File: src/rtl/clock_render_pkg.sv
// Shared types and constants for the analog-clock rendering path.
// Hand index and FSM encodings, default hand lengths and the angle reduction helpers.
package clock_render_pkg;

   localparam int ANGLE_W        = 9;
   localparam int CORDIC_ANGLE_W = 16;

   localparam int DEF_LEN_HR  = 23;
   localparam int DEF_LEN_MIN = 31;
   localparam int DEF_LEN_SEC = 27;
   localparam int DEF_LEN_AL  = 17;

   typedef enum logic [1:0] {
      HAND_HR  = 2'd0,
      HAND_MIN = 2'd1,
      HAND_SEC = 2'd2,
      HAND_AL  = 2'd3
   } hand_e;

   typedef enum logic [2:0] {
      S_IDLE,
      S_CLEAR,
      S_ISSUE,
      S_WAIT,
      S_EMIT,
      S_FINISH
   } state_e;

   // Out-of-range minute/second codes are pinned to the last tick of the dial.
   function automatic logic [5:0] clamp59(input logic [5:0] v);
      return (v > 6'd59) ? 6'd59 : v;
   endfunction

   function automatic logic [3:0] wrap12(input logic [3:0] h);
      return (h >= 4'd12) ? h - 4'd12 : h;
   endfunction

endpackage

File: src/rtl/hand_angle_calc.sv
// Combinational conversion of a time/alarm snapshot into the four hand angles in degrees.
module hand_angle_calc
   import clock_render_pkg::*;
(
   input  logic [3:0] hour,
   input  logic [5:0] minute,
   input  logic [5:0] second,
   input  logic [3:0] al_hour,
   input  logic [5:0] al_minute,
   output logic [8:0] ang_hr,
   output logic [8:0] ang_min,
   output logic [8:0] ang_sec,
   output logic [8:0] ang_al
);

   logic [3:0] hr12;
   logic [3:0] al12;
   logic [5:0] min_c;
   logic [5:0] sec_c;
   logic [5:0] alm_c;
   logic [9:0] hr_total;

   // NOTE: every signal written here is assigned on every pass, so no latch is inferred.
   always_comb begin
      hr12     = wrap12(hour);
      al12     = wrap12(al_hour);
      min_c    = clamp59(minute);
      sec_c    = clamp59(second);
      alm_c    = clamp59(al_minute);
      // Hour hand advances half a degree per minute; the half is truncated.
      hr_total = 10'(hr12) * 10'd60 + 10'(min_c);
      ang_hr   = ANGLE_W'(hr_total >> 1);
      ang_min  = ANGLE_W'(min_c) * ANGLE_W'(6);
      ang_sec  = ANGLE_W'(sec_c) * ANGLE_W'(6);
      ang_al   = ANGLE_W'(al12) * ANGLE_W'(30) + ANGLE_W'(alm_c / 6'd10) * ANGLE_W'(6);
   end

endmodule

File: src/rtl/clock_hand_scheduler.sv
// Frame sequencer: on each 1 Hz tick edge, clears the framebuffer, then runs the four
// hands through the shared CORDIC one at a time and hands each result to the plotter.
module clock_hand_scheduler
   import clock_render_pkg::*;
#(
   parameter int CORDIC_TIMEOUT = 64,
   parameter int LEN_HR         = DEF_LEN_HR,
   parameter int LEN_MIN        = DEF_LEN_MIN,
   parameter int LEN_SEC        = DEF_LEN_SEC,
   parameter int LEN_AL         = DEF_LEN_AL
) (
   input  logic        clk,
   input  logic        reset,
   input  logic        slow_clk,
   input  logic [3:0]  hour,
   input  logic [5:0]  minute,
   input  logic [5:0]  second,
   input  logic [3:0]  al_hour,
   input  logic [5:0]  al_minute,
   output logic        cordic_start,
   output logic [15:0] cordic_angle,
   input  logic        cordic_done,
   input  logic [15:0] sin_in,
   input  logic [15:0] cos_in,
   output logic        clr_req,
   input  logic        clr_ack,
   output logic        job_valid,
   input  logic        job_ready,
   output logic [1:0]  job_hand,
   output logic [4:0]  job_len,
   output logic [15:0] job_sin,
   output logic [15:0] job_cos,
   output logic        busy,
   output logic        frame_done,
   output logic        overrun,
   output logic        timeout_err
);

   localparam int CNT_W = ($clog2(CORDIC_TIMEOUT + 1) > 7) ? $clog2(CORDIC_TIMEOUT + 1) : 7;

   state_e             state;
   state_e             state_nx;
   hand_e              hand_idx;
   logic               slow_q;
   logic               trigger;
   logic               tmo_fire;
   logic               last_hand;
   logic [CNT_W-1:0]   tmo_cnt;
   logic [3:0]         snap_hour;
   logic [3:0]         snap_al_hour;
   logic [5:0]         snap_minute;
   logic [5:0]         snap_second;
   logic [5:0]         snap_al_minute;
   logic [15:0]        sin_q;
   logic [15:0]        cos_q;
   logic               overrun_q;
   logic               timeout_err_q;
   logic [8:0]         ang_hr;
   logic [8:0]         ang_min;
   logic [8:0]         ang_sec;
   logic [8:0]         ang_al;
   logic [8:0]         angle_sel;
   logic [4:0]         len_sel;

   assign trigger   = slow_clk & ~slow_q;
   assign last_hand = (hand_idx == HAND_AL);

   hand_angle_calc u_angles (
      .hour      (snap_hour),
      .minute    (snap_minute),
      .second    (snap_second),
      .al_hour   (snap_al_hour),
      .al_minute (snap_al_minute),
      .ang_hr    (ang_hr),
      .ang_min   (ang_min),
      .ang_sec   (ang_sec),
      .ang_al    (ang_al)
   );

   always_ff @(posedge clk) begin
      if (reset) state <= S_IDLE;
      else       state <= state_nx;
   end

   always_comb begin
      state_nx     = state;
      tmo_fire     = 1'b0;
      angle_sel    = ang_hr;
      len_sel      = 5'(LEN_HR);
      busy         = (state != S_IDLE);
      clr_req      = 1'b0;
      cordic_start = 1'b0;
      cordic_angle = '0;
      job_valid    = 1'b0;
      job_hand     = 2'd0;
      job_len      = 5'd0;
      job_sin      = 16'd0;
      job_cos      = 16'd0;
      frame_done   = 1'b0;

      unique case (hand_idx)
         HAND_HR:  begin angle_sel = ang_hr;  len_sel = 5'(LEN_HR);  end
         HAND_MIN: begin angle_sel = ang_min; len_sel = 5'(LEN_MIN); end
         HAND_SEC: begin angle_sel = ang_sec; len_sel = 5'(LEN_SEC); end
         HAND_AL:  begin angle_sel = ang_al;  len_sel = 5'(LEN_AL);  end
         default:  ;
      endcase

      unique case (state)
         S_IDLE:  if (trigger) state_nx = S_CLEAR;
         S_CLEAR: begin
            clr_req = 1'b1;
            if (clr_ack) state_nx = S_ISSUE;
         end
         S_ISSUE: begin
            cordic_start = 1'b1;
            cordic_angle = CORDIC_ANGLE_W'(angle_sel);
            state_nx     = S_WAIT;
         end
         S_WAIT: begin
            cordic_angle = CORDIC_ANGLE_W'(angle_sel);
            if (cordic_done) begin
               state_nx = S_EMIT;
            end else if (tmo_cnt == CNT_W'(CORDIC_TIMEOUT)) begin
               tmo_fire = 1'b1;
               state_nx = last_hand ? S_FINISH : S_ISSUE;
            end
         end
         S_EMIT: begin
            job_valid = 1'b1;
            job_hand  = hand_idx;
            job_len   = len_sel;
            job_sin   = sin_q;
            job_cos   = cos_q;
            if (job_ready) state_nx = last_hand ? S_FINISH : S_ISSUE;
         end
         S_FINISH: begin
            frame_done = 1'b1;
            state_nx   = S_IDLE;
         end
         default: state_nx = S_IDLE;
      endcase
   end

   assign overrun     = overrun_q;
   assign timeout_err = timeout_err_q;

   // NOTE: non-blocking assignments so every register here samples pre-edge values.
   always_ff @(posedge clk) begin
      if (reset) begin
         // High so a tick already asserted when reset lifts is not mistaken for an edge.
         slow_q         <= 1'b1;
         hand_idx       <= HAND_HR;
         tmo_cnt        <= '0;
         snap_hour      <= '0;
         snap_minute    <= '0;
         snap_second    <= '0;
         snap_al_hour   <= '0;
         snap_al_minute <= '0;
         sin_q          <= '0;
         cos_q          <= '0;
         overrun_q      <= 1'b0;
         timeout_err_q  <= 1'b0;
      end else begin
         slow_q    <= slow_clk;
         overrun_q <= trigger && (state != S_IDLE);

         if (state == S_IDLE && trigger) begin
            snap_hour      <= hour;
            snap_minute    <= minute;
            snap_second    <= second;
            snap_al_hour   <= al_hour;
            snap_al_minute <= al_minute;
            hand_idx       <= HAND_HR;
         end

         // Counts cycles since cordic_start, so it reads CORDIC_TIMEOUT on the last allowed cycle.
         if (state == S_ISSUE)     tmo_cnt <= CNT_W'(1);
         else if (state == S_WAIT) tmo_cnt <= tmo_cnt + 1'b1;

         if (state == S_WAIT && cordic_done) begin
            sin_q <= sin_in;
            cos_q <= cos_in;
         end

         if (tmo_fire) timeout_err_q <= 1'b1;

         if ((tmo_fire || (state == S_EMIT && job_ready)) && !last_hand)
            hand_idx <= hand_e'(hand_idx + 2'd1);
      end
   end

endmodule

File: config.mk
export PLATFORM = sky130hd
export DESIGN_NAME = clock_hand_scheduler
export DESIGN_NICKNAME = d
export VERILOG_FILES = /design/src/rtl/clock_render_pkg.sv /design/src/rtl/hand_angle_calc.sv /design/src/rtl/clock_hand_scheduler.sv
export SDC_FILE = /design/constraint.sdc
export NUM_CORES = 1
export LEC_CHECK = 0
export ABC_AREA = 1
export CORE_MARGIN = 2
export CORE_UTILIZATION = 35
export DETAILED_ROUTE_END_ITERATION = 16
export PLACE_DENSITY_LB_ADDON = 0.05
export SYNTH_ARGS = -nofsm -noshare
export SYNTH_HDL_FRONTEND = slang
export SYNTH_SLANG_ARGS = --single-unit
File: constraint.sdc
create_clock -name clk -period 4.8 [get_ports clk]
set_clock_uncertainty 0.05 [all_clocks]
set_input_delay 1.44 -clock clk [delete_from_list [all_inputs] [get_ports clk]]
set_output_delay 1.44 -clock clk [all_outputs]
set_load 0.01 [all_outputs]
# == Word-level counts from Yosys, hierarchy flattened ==
# Cells that the tools add are included.
# word_totals
register_bits,73
inputBits,64
output_inout_bits,62
wordCells,91
# op_classes
addsub,6
multipliers,5
n_div,1
n_lt_le_gt_ge,5
n_eq_ne,13
muxes,30
n_bitwise,2
n_reduce_logical,15
# op_table
cell,n
9-bit case mux with 4 select lines,1
16-bit 2-to-1 mux,2
5-bit case mux with 4 select lines,1
"6-bit greater-than comparator, second input constant",3
3-bit 2-to-1 mux,6
6-bit 2-to-1 mux,3
"4-bit by 4-bit multiplier with 8-bit output, second input constant",2
"6-bit by 2-bit multiplier with 8-bit output, second input constant",2
3-bit case mux with 5 select lines,1
10-bit by 6-bit adder with 10-bit output,1
9-bit adder,1
"6-bit by 4-bit divider with 9-bit output, second input constant",1
"9-bit by 2-bit multiplier with 8-bit output, second input constant",1
1-bit 2-to-1 mux,9
9-bit 2-to-1 mux,1
"4-bit greater-or-equal comparator, second input constant",2
4-bit 2-to-1 mux,2
"4-bit subtractor, second input constant",2
"7-bit by 1-bit adder with 7-bit output, second input constant",1
"7-bit equality test, second input constant",1
"3-bit by 2-bit equality test with 1-bit output, second input constant",2
"3-bit equality test, second input constant",2
2-bit 2-to-1 mux,3
"2-bit != test, second input constant",3
17 further kinds,24

# == Logic depth before layout (Yosys ltp) ==
# depth
ltp_word,7
mapped_depth,25
mapped_depth_nobuf,25

# == Modules after synthesis ==
# From an unflattened synthesis, not the netlist that was laid out.
# hier_totals
hier_cells,792
area_unflattened_um2,5590.4
# by_module_without_submodules
module,instances,cells_each,area_each_um2,seq_area_each_um2
clock_hand_scheduler,1,485,3515.9,1461.4
hand_angle_calc,1,307,2074.5,0.0

# == Least setup slack after synthesis ==
# No wires, ideal clock.
# synth_path
path_type,reg-to-output
startpoint,reg snap_al_hour[3]
endpoint,out cordic_angle[8]
t_arrival_ns,3.182
required_time_ns,3.310
setup_slack_ns,0.128
stages_incl_launch_ff,20
n_path_buf,0
path_cell_list,dfxtp_1 -> inv_1 -> ha_1 -> inv_1 -> fa_1 -> fa_1 -> fa_1 -> xnor2_1 -> ha_1 -> nand2_1 -> inv_1 -> nand2_1 -> nand2_1 -> nor2_1 -> nor2_1 -> nand3_1 -> nand3_1 -> nand2_1 -> inv_1 -> nor2_1
# synth_between
elab_chain_len,6
elab_cells_between_ends,7
classes_between,add/sub (2); mul (1); order compare (1); mux (3)
# synth_rtl
element,line,rtl
start: declaration,clock_hand_scheduler.sv:50,logic [3:0] snap_al_hour;
start signal: assignment,clock_hand_scheduler.sv:172,snap_al_hour <= al_hour;
4-bit subtractor / 4-bit greater-or-equal comparator (equally long branches),clock_render_pkg.sv:35,return (h >= 4'd12) ? h - 4'd12 : h;
4-bit 2-to-1 mux *,clock_render_pkg.sv:35,
4-bit by 4-bit multiplier with 8-bit output *,hand_angle_calc.sv:35,ang_al = ANGLE_W'(al12) * ANGLE_W'(30) + ANGLE_W'(alm_c / 6'd10) * ANGLE_W'(6);
9-bit adder *,hand_angle_calc.sv:35,
9-bit case mux with 4 select lines *,clock_hand_scheduler.sv:101,unique case (hand_idx)
9-bit 2-to-1 mux *,clock_hand_scheduler.sv:109,unique case (state)
end: declaration,clock_hand_scheduler.sv:21,"output logic [15:0] cordic_angle,"
# Mark *: on every way between the ends. The rest lies on a longest branch, timed or not.

# == Worst setup path after layout ==
# layout_path
startpoint,reg snap_hour[3]
endpoint,out cordic_angle[8]
# layout_between
elab_chain_len,6
elab_cells_between_ends,7
classes_between,add/sub (2); mul (1); order compare (1); mux (3)
# layout_rtl
element,line,rtl
start: declaration,clock_hand_scheduler.sv:49,logic [3:0] snap_hour;
start signal: assignment,clock_hand_scheduler.sv:169,snap_hour <= hour;
4-bit subtractor / 4-bit greater-or-equal comparator (equally long branches),clock_render_pkg.sv:35,
4-bit 2-to-1 mux *,clock_render_pkg.sv:35,
4-bit by 4-bit multiplier with 8-bit output *,hand_angle_calc.sv:31,hr_total = 10'(hr12) * 10'd60 + 10'(min_c);
10-bit by 6-bit adder with 10-bit output *,hand_angle_calc.sv:31,
9-bit case mux with 4 select lines *,clock_hand_scheduler.sv:101,
9-bit 2-to-1 mux *,clock_hand_scheduler.sv:109,
# Marked as above.

==> flow_metrics.tcl <==
set metrics [dict create \
    netlist.area_leader.share 0.273 \
    power.density_nw_per_um2 239 \
    critical_path_class "register to output pin" \
    end_kind "output pin" \
    cts_root_buf "clkbuf_16" \
    yosys_warnings 0 \
    antenna_found_initial 0 \
    synth_seq_area_share 0.273 \
    wl_met1_um 6370 \
    cts_sinks 72 \
    start_util 0.361 \
    final_util 0.502 \
    p_seq_frac 0.369 \
    max_freq_ghz 0.194 \
    avgSynthCellArea_um2 6.97 \
    ys_seq_elements 72 \
    setup_slack_ns -0.359 \
    slowest_delay_ns 0.54 \
    grt_pass1_wl_um 22900 \
    period_share 1.07 \
    reg2regPathDepth 5 \
    p_leak_nw 3.37 \
    firstDrtPassIters 4 \
    slew_headroom 0.325 \
    period_minus_slack_ns 5.16 \
    clkPwrFrac 0.332 \
    topRoutingLayerUsed "met4" \
    switching_share 0.292 \
    r2r_start "state[0]$_SDFFE_PP0P_" \
    vias_per_cell 4.66 \
    path_cells "inv_2, ha_4, inv_4, fa_1, inv_2, fa_1, inv_2, fa_1, inv_2, ha_4, nand2_2, nand2_2, nand2_2, nor2_4, nand2_1, nand2_1, nand3_1, nand2_1, nor2_1, buf_2" \
    rows 44 \
    cp-start-kind "register" \
    min_path_type "register to register" \
    wl_met2_um 6180 \
    clk_pin_slew_ns 0.05 \
    status "complete, but fails checks" \
    fillerInstances 1477 \
    cts_tree "yes" \
    synth_top_area_cell "dfxtp_1" \
    dr_wl_met3_um 983 \
    wire_per_inst_um 12.4 \
    fp.dieW_um 127 \
    drc 0 \
    vias 5134 \
    routed_wl_um 13700 \
    grt_pass1_vias 5140 \
    cap_violations 0 \
    worstMarginPinSlew_ns 1.01 \
    ant_nets 0 \
    setup_tns_ns -1.51 \
    synth_cells 758 \
    required_ns 3.31 \
    grtUsageTotal 0.172 \
    area_growth_pct 39.0 \
    io_buffers 117 \
    synth_area_um2 5290 \
    cp-endpoint "cordic_angle[8]" \
    clk_latency_ns 0.33 \
    clk_path_buf_depth 2 \
    slew_viol_final 0 \
    p_int_w 0.00124 \
    synthTopCellsByArea "dfxtp_1 (27%), ha_1 (13%), inv_1 (9.7%), a21oi_1 (8.2%), o21ai_0 (7.2%)" \
    path_common_cell "inv_2" \
    yosysUniqueCellTypes 44 \
    htree_levels 3 \
    netSwitchingPower_w 0.000513 \
    cp_max_fo 3 \
    drtIter0Drc 147 \
    timing.rr.end "sin_q[1]$_SDFFE_PP0P_" \
    combPwrFrac 0.299 \
    ir_drop_v 0.000193 \
    report.final.setup_viol 5 \
    dp_hpwl_um 10600 \
    drive_above_1_share 0.157 \
    die_height_um 127 \
    nets 1046 \
    gp_congestion 0.862 \
    critPathLaunch "snap_hour[3]$_SDFFE_PP0P_" \
    cts_hold_buf 0 \
    diodes 0 \
    critPathArrivalTime_ns 3.67 \
    rsz0062_at_grt "yes" \
    numCtsBuffers 9 \
    pin_count 126 \
    grt_max_degree 65 \
    die_area_um2 16100 \
    rrSetupSlack_ns 2.77 \
    grt_overflow 0 \
    cp_slowest_cell "fa_1" \
    violations "setup timing" \
    hold_viol_final 0 \
    core_area_um2 14600 \
]
-- flip-flops by register name, summed over array words and instances (netlist names), 4 cells and up --
| name | cells |
|---|---|
| cos_q | 16 |
| sin_q | 16 |
| tmo_cnt | 7 |
| snap_minute | 6 |
| snap_second | 6 |
| snap_al_minute | 5 |
| snap_al_hour | 4 |
| snap_hour | 4 |
-- final cells by class --
cell class                      count  area, um^2  share of cell area
Multi-Input combinational cell    515        3290               0.448
Clock inverter                      1        5.00            0.000681
Clock buffer                       13         250              0.0341
Tap cell                          184         230              0.0313
Sequential cell                    72        1450               0.197
Timing Repair Buffer              175        1580               0.215
Inverter                          142         538              0.0733
-- worst max-delay path, delay by kind of cell (launching register included) --
| kind | cells | cell delay [ns] |
|---|---|---|
| adder cells (fa/ha/maj) | 5 | 1.99 |
| buffers and inverters | 6 | 0.38 |
| flip-flops | 1 | 0.32 |
| AND/OR/NAND/NOR | 9 | 0.66 |
-- power by group through the flow --
stage | registers [W] | clock network [W] | logic, W
4_1_cts | 0.000648 | 0.000601 | 0.000502
5_1_grt | 0.000653 | 0.000625 | 0.000592
6_report | 0.000649 | 0.000584 | 0.000524
3_5_place_dp | 0.000659 | 0 | 0.000464
3_3_place_gp | 0.000658 | 0 | 0.000457
2_1_floorplan | 0.000654 | 0 | 0.000282
-- logic make-up (layout without fill, tap and decap cells) --
kind of cell | Yosys count | after routing | share of synthesized area
DFF | 72 | 72 | 0.273
xor gates and xnor gates | 10 | 10 | 0.0166
adders and majority gates | 67 | 67 | 0.177
AOI/OAI and AO/OA | 180 | 180 | 0.178
other | 1 | 7 | 0.000710
and+or+nand+nor | 251 | 251 | 0.214
buffers and inverters | 177 | 331 | 0.140
-- per-layer routing --
| layer | vias up | track usage |
|---|---|---|
| met5 | - | 0 |
| met4 | 0 | 0.0440 |
| met3 | 12 | 0.0574 |
| met2 | 113 | 0.293 |
| met1 | 2284 | 0.209 |
| li1 | 2725 | - |
-- stage by stage --
step	setup slack, ns	cell area, um^2	total power (W)	cells	hold slack, ns
final	-0.359	7340	0.00176	1102	0.400
after global routing	-0.528	7340	0.00187	1102	0.417
after CTS	-0.375	7220	0.00175	1095	0.403
after detailed placement	-0.547	6860	0.00112	1077	0.395
after global placement	-0.497	6860	0.00111	1077	0.390
after floorplan	0.128	5310	0.000936	764	0.380
-- layout by cell type, fill, tap and decap left out, types with 2 or more instances in the layout --
cell type	n
a21o_1	3
a21oi_1	83
a21oi_2	4
buf_2	6
buf_4	58
clkbuf_1	3
clkbuf_16	9
clkdlybuf4s50_1	110
conb_1	7
dfxtp_1	65
dfxtp_2	7
fa_1	12
ha_1	48
ha_4	6
inv_1	127
inv_2	12
inv_4	2
nand2_1	95
nand2_2	9
nand3_1	28
nand3_2	2
nand3b_1	5
nand4_1	11
nor2_1	76
nor2_2	3
nor2_4	3
nor3_1	5
nor3_2	6
o21ai_0	72
o21ai_1	4
o21ai_2	5
o22ai_1	2
or2_2	2
xnor2_1	5
xor2_1	4
-- cells in the mapped netlist (all sizes together) --
master	count
or2	2
o211ai	1
a21oi	87
nor3b	1
fa	13
dfxtp	72
ha	54
conb	1
a21o	3
nand3b	5
nor2	82
o21a	1
a21boi	1
clkinv	1
o31ai	1
a22oi	1
xnor2	6
buf	25
nand3	31
o21ai	81
nor4	1
clkbuf	10
xor2	4
nor3	12
nand2	105
inv	141
nand4	12
o22ai	2
a31oi	2
-- worst min path at each step --
stage | start | to | slack [ns] | cells after the start
floorplan | snap_minute[0]$_SDFFE_PP0P_ | snap_minute[0]$_SDFFE_PP0P_ | 0.38 | 2
global placement | sin_q[8]$_SDFFE_PP0P_ | sin_q[8]$_SDFFE_PP0P_ | 0.39 | 2
detailed placement | sin_q[9]$_SDFFE_PP0P_ | sin_q[9]$_SDFFE_PP0P_ | 0.39 | 2
CTS | sin_q[9]$_SDFFE_PP0P_ | sin_q[9]$_SDFFE_PP0P_ | 0.40 | 2
global route | cos_q[12]$_SDFFE_PP0P_ | cos_q[12]$_SDFFE_PP0P_ | 0.42 | 2
finish | timeout_err$_SDFFE_PP0P_ | timeout_err$_SDFFE_PP0P_ | 0.40 | 2
-- repair_timing --
item / 4_1_cts / 5_1_grt
pin swaps: 23 / 21
buffers inserted: 4 / 7
setup endpoints to repair: 7 / 7
cloned: 0 / 0
hold endpoints to repair: 0 / 0
gates resized for setup: 58 / 22
(Power assumes the default switching activity.)
==> RTL edit (same settings) <==
Put one more register stage on the output `overrun`, with the module's reset. The value now appears one clock later. The other outputs are not delayed to match.
--- a/src/rtl/clock_hand_scheduler.sv
+++ b/src/rtl/clock_hand_scheduler.sv
@@ -142,7 +142,13 @@
       endcase
    end
 
-   assign overrun     = overrun_q;
+   always_ff @(posedge clk) begin
+      if (reset) begin
+         overrun <= '0;
+      end else begin
+         overrun <= overrun_q;
+      end
+   end
    assign timeout_err = timeout_err_q;
 
    // NOTE: non-blocking assignments so every register here samples pre-edge values.
Function: changed (Yosys sat finds a counterexample within 10 cycles, from zero or initial values and one cycle with reset high).
==> RTL edit against the original RTL <==
The run still ends with setup timing left. Area after synthesis is essentially flat. Worst hold slack lost 36 ps. Setup slack lost 23 ps. Sequential cell count grew 1. Total power grew 18%. Utilization shrank 0.43 points. Synthesized cell count grew 0.53%. Wire length shrank 2.2%. Global-route usage shrank 0.062 points. Design area shrank 0.85%.
==> RTL edit: results (changes against the original RTL) <==
dpl_cell_area_sq_um: 6860  # about the same
netlist-cell-type-count: 41  # -6.8%
post_placement_cell_count: 1080  # +0.28%
irDropWorstVdd_mv: 0.171  # -11%
via_count_of_the_first_global_routing_pass: 5263  # +2.4%
totalWireLength_um: 13400  # -2.2%
drive_above_1_share_pct: 13.6  # -2.1 points
worstSetupStartpoint: "snap_al_hour[3]$_SDFFE_PP0P_"
pre_cts_slack_ps: -571  # -23.4 ps
fill_cells: 1497  # +1.4%
timing.critical_path.slowest_cell_delay_ps: 510  # -30 ps
report.final.setup_viol: 5  # unchanged
dpl.hpwl_um: 10600  # +0.26%
seq_area_frac_synth_pct: 27.7  # +0.40 points
number_of_standard_cells_in_the_final_layout_excluding_fillers: 1099  # -0.27%
run_status: "complete, but fails checks"
insertion_delay_ps: 320
ff2ff_path_depth: 6  # +1
hold_path_startpoint: "overrun_q$_SDFF_PP0_"
drt_pass1_iterations: 4  # unchanged
grt_first_pass_wirelength_um: 23000  # +0.36%
drtIter0Drc: 176  # +20%
timing.final.ws_setup_ps: -382  # -22.8 ps
vias_per_cell: 4.71  # +1.1%
grtUsageTotal_pct: 17.1  # -0.062 points
yosys-top-cells-area: "dfxtp_1, ha_1, inv_1"
tns_ps: -1740  # -233 ps
critPathArrivalTime_ps: 3690  # +20 ps
final_gp_congestion: 0.805  # -6.6%
clock_tree.root_cell: "clkbuf_16"
standby_leakage_power_nw: 3.33  # -1.2%
multi_input_comb_area_sq_um: 3250  # -1.3%
failed_checks: "setup timing"
r2r_start: "state[2]$_SDFFE_PP0P_"
synth.avg_cell_area_sq_um: 6.93  # -0.62%
worst-slew-pin-transition_ps: 972  # -36.7 ps
synth_common_cells: "inv_1, nand2_1, a21oi_1, nor2_1, dfxtp_1"
RTL edit: power by group:
part	leakage [nW]	total (mW)	switching, mW	internal, mW
logic	2.61	0.777	0.418	0.359
registers	0.594	0.702	0.0384	0.663
clock network	0.129	0.600	0.235	0.365
RTL edit: layout make-up:
class / count / share of cell area, %
clock inverter: 1 / 0.0687
sequential: 73 / 20.1
inverter: 145 / 7.51
tap: 184 / 3.16
timing repair buffer: 168 / 21.0
clock buffer: 11 / 3.47
multi-input combinational: 517 / 44.6
RTL edit: routing by layer:
metal	GRT usage (%)	up-vias	wire length (um)
li1	-	2729	-
met1	21.0	2317	6080
met2	29.3	117	6250
met3	4.60	12	847
met4	5.49	0	206
met5	0	-	0
RTL edit: worst paths after layout:
kind / endpoint / slack, ps
hold reg to reg: overrun$_SDFF_PP0_ / 360
setup reg to reg: cos_q[15]$_SDFFE_PP0P_ / 2800
setup / recovery: cordic_angle[8] / -380
hold / removal: overrun$_SDFF_PP0_ / 360
RTL edit: cell families after synthesis:
family	after synthesis	share of synthesized area, %
xor gates and xnor gates	10	1.66
buffers and inverters	178	13.7
adders and majority gates	68	18.0
and+or+nand+nor	257	21.8
AOI/OAI and AO/OA	175	17.2
other	1	0.0710
DFF	73	27.7
RTL edit: timing repair:
action                                  in CTS  in global routing
hold buffers                                 0                  0
setup buffers                                4                  3
resized for setup                           49                 17
hold endpoints to repair                     0                  0
endpoints found under the setup margin       6                  7
pin swaps                                   13                 20
RTL edit: critical path: cells and delay by family, from the launching register on:
family                   cells  cell delay (ps)
AND/OR/NAND/NOR              7              540
buffers and inverters        6              370
AO/OA/AOI/OAI                1              170
flip-flops                   1              320
adder cells (fa/ha/maj)      5             1750
XOR/XNOR                     1              220
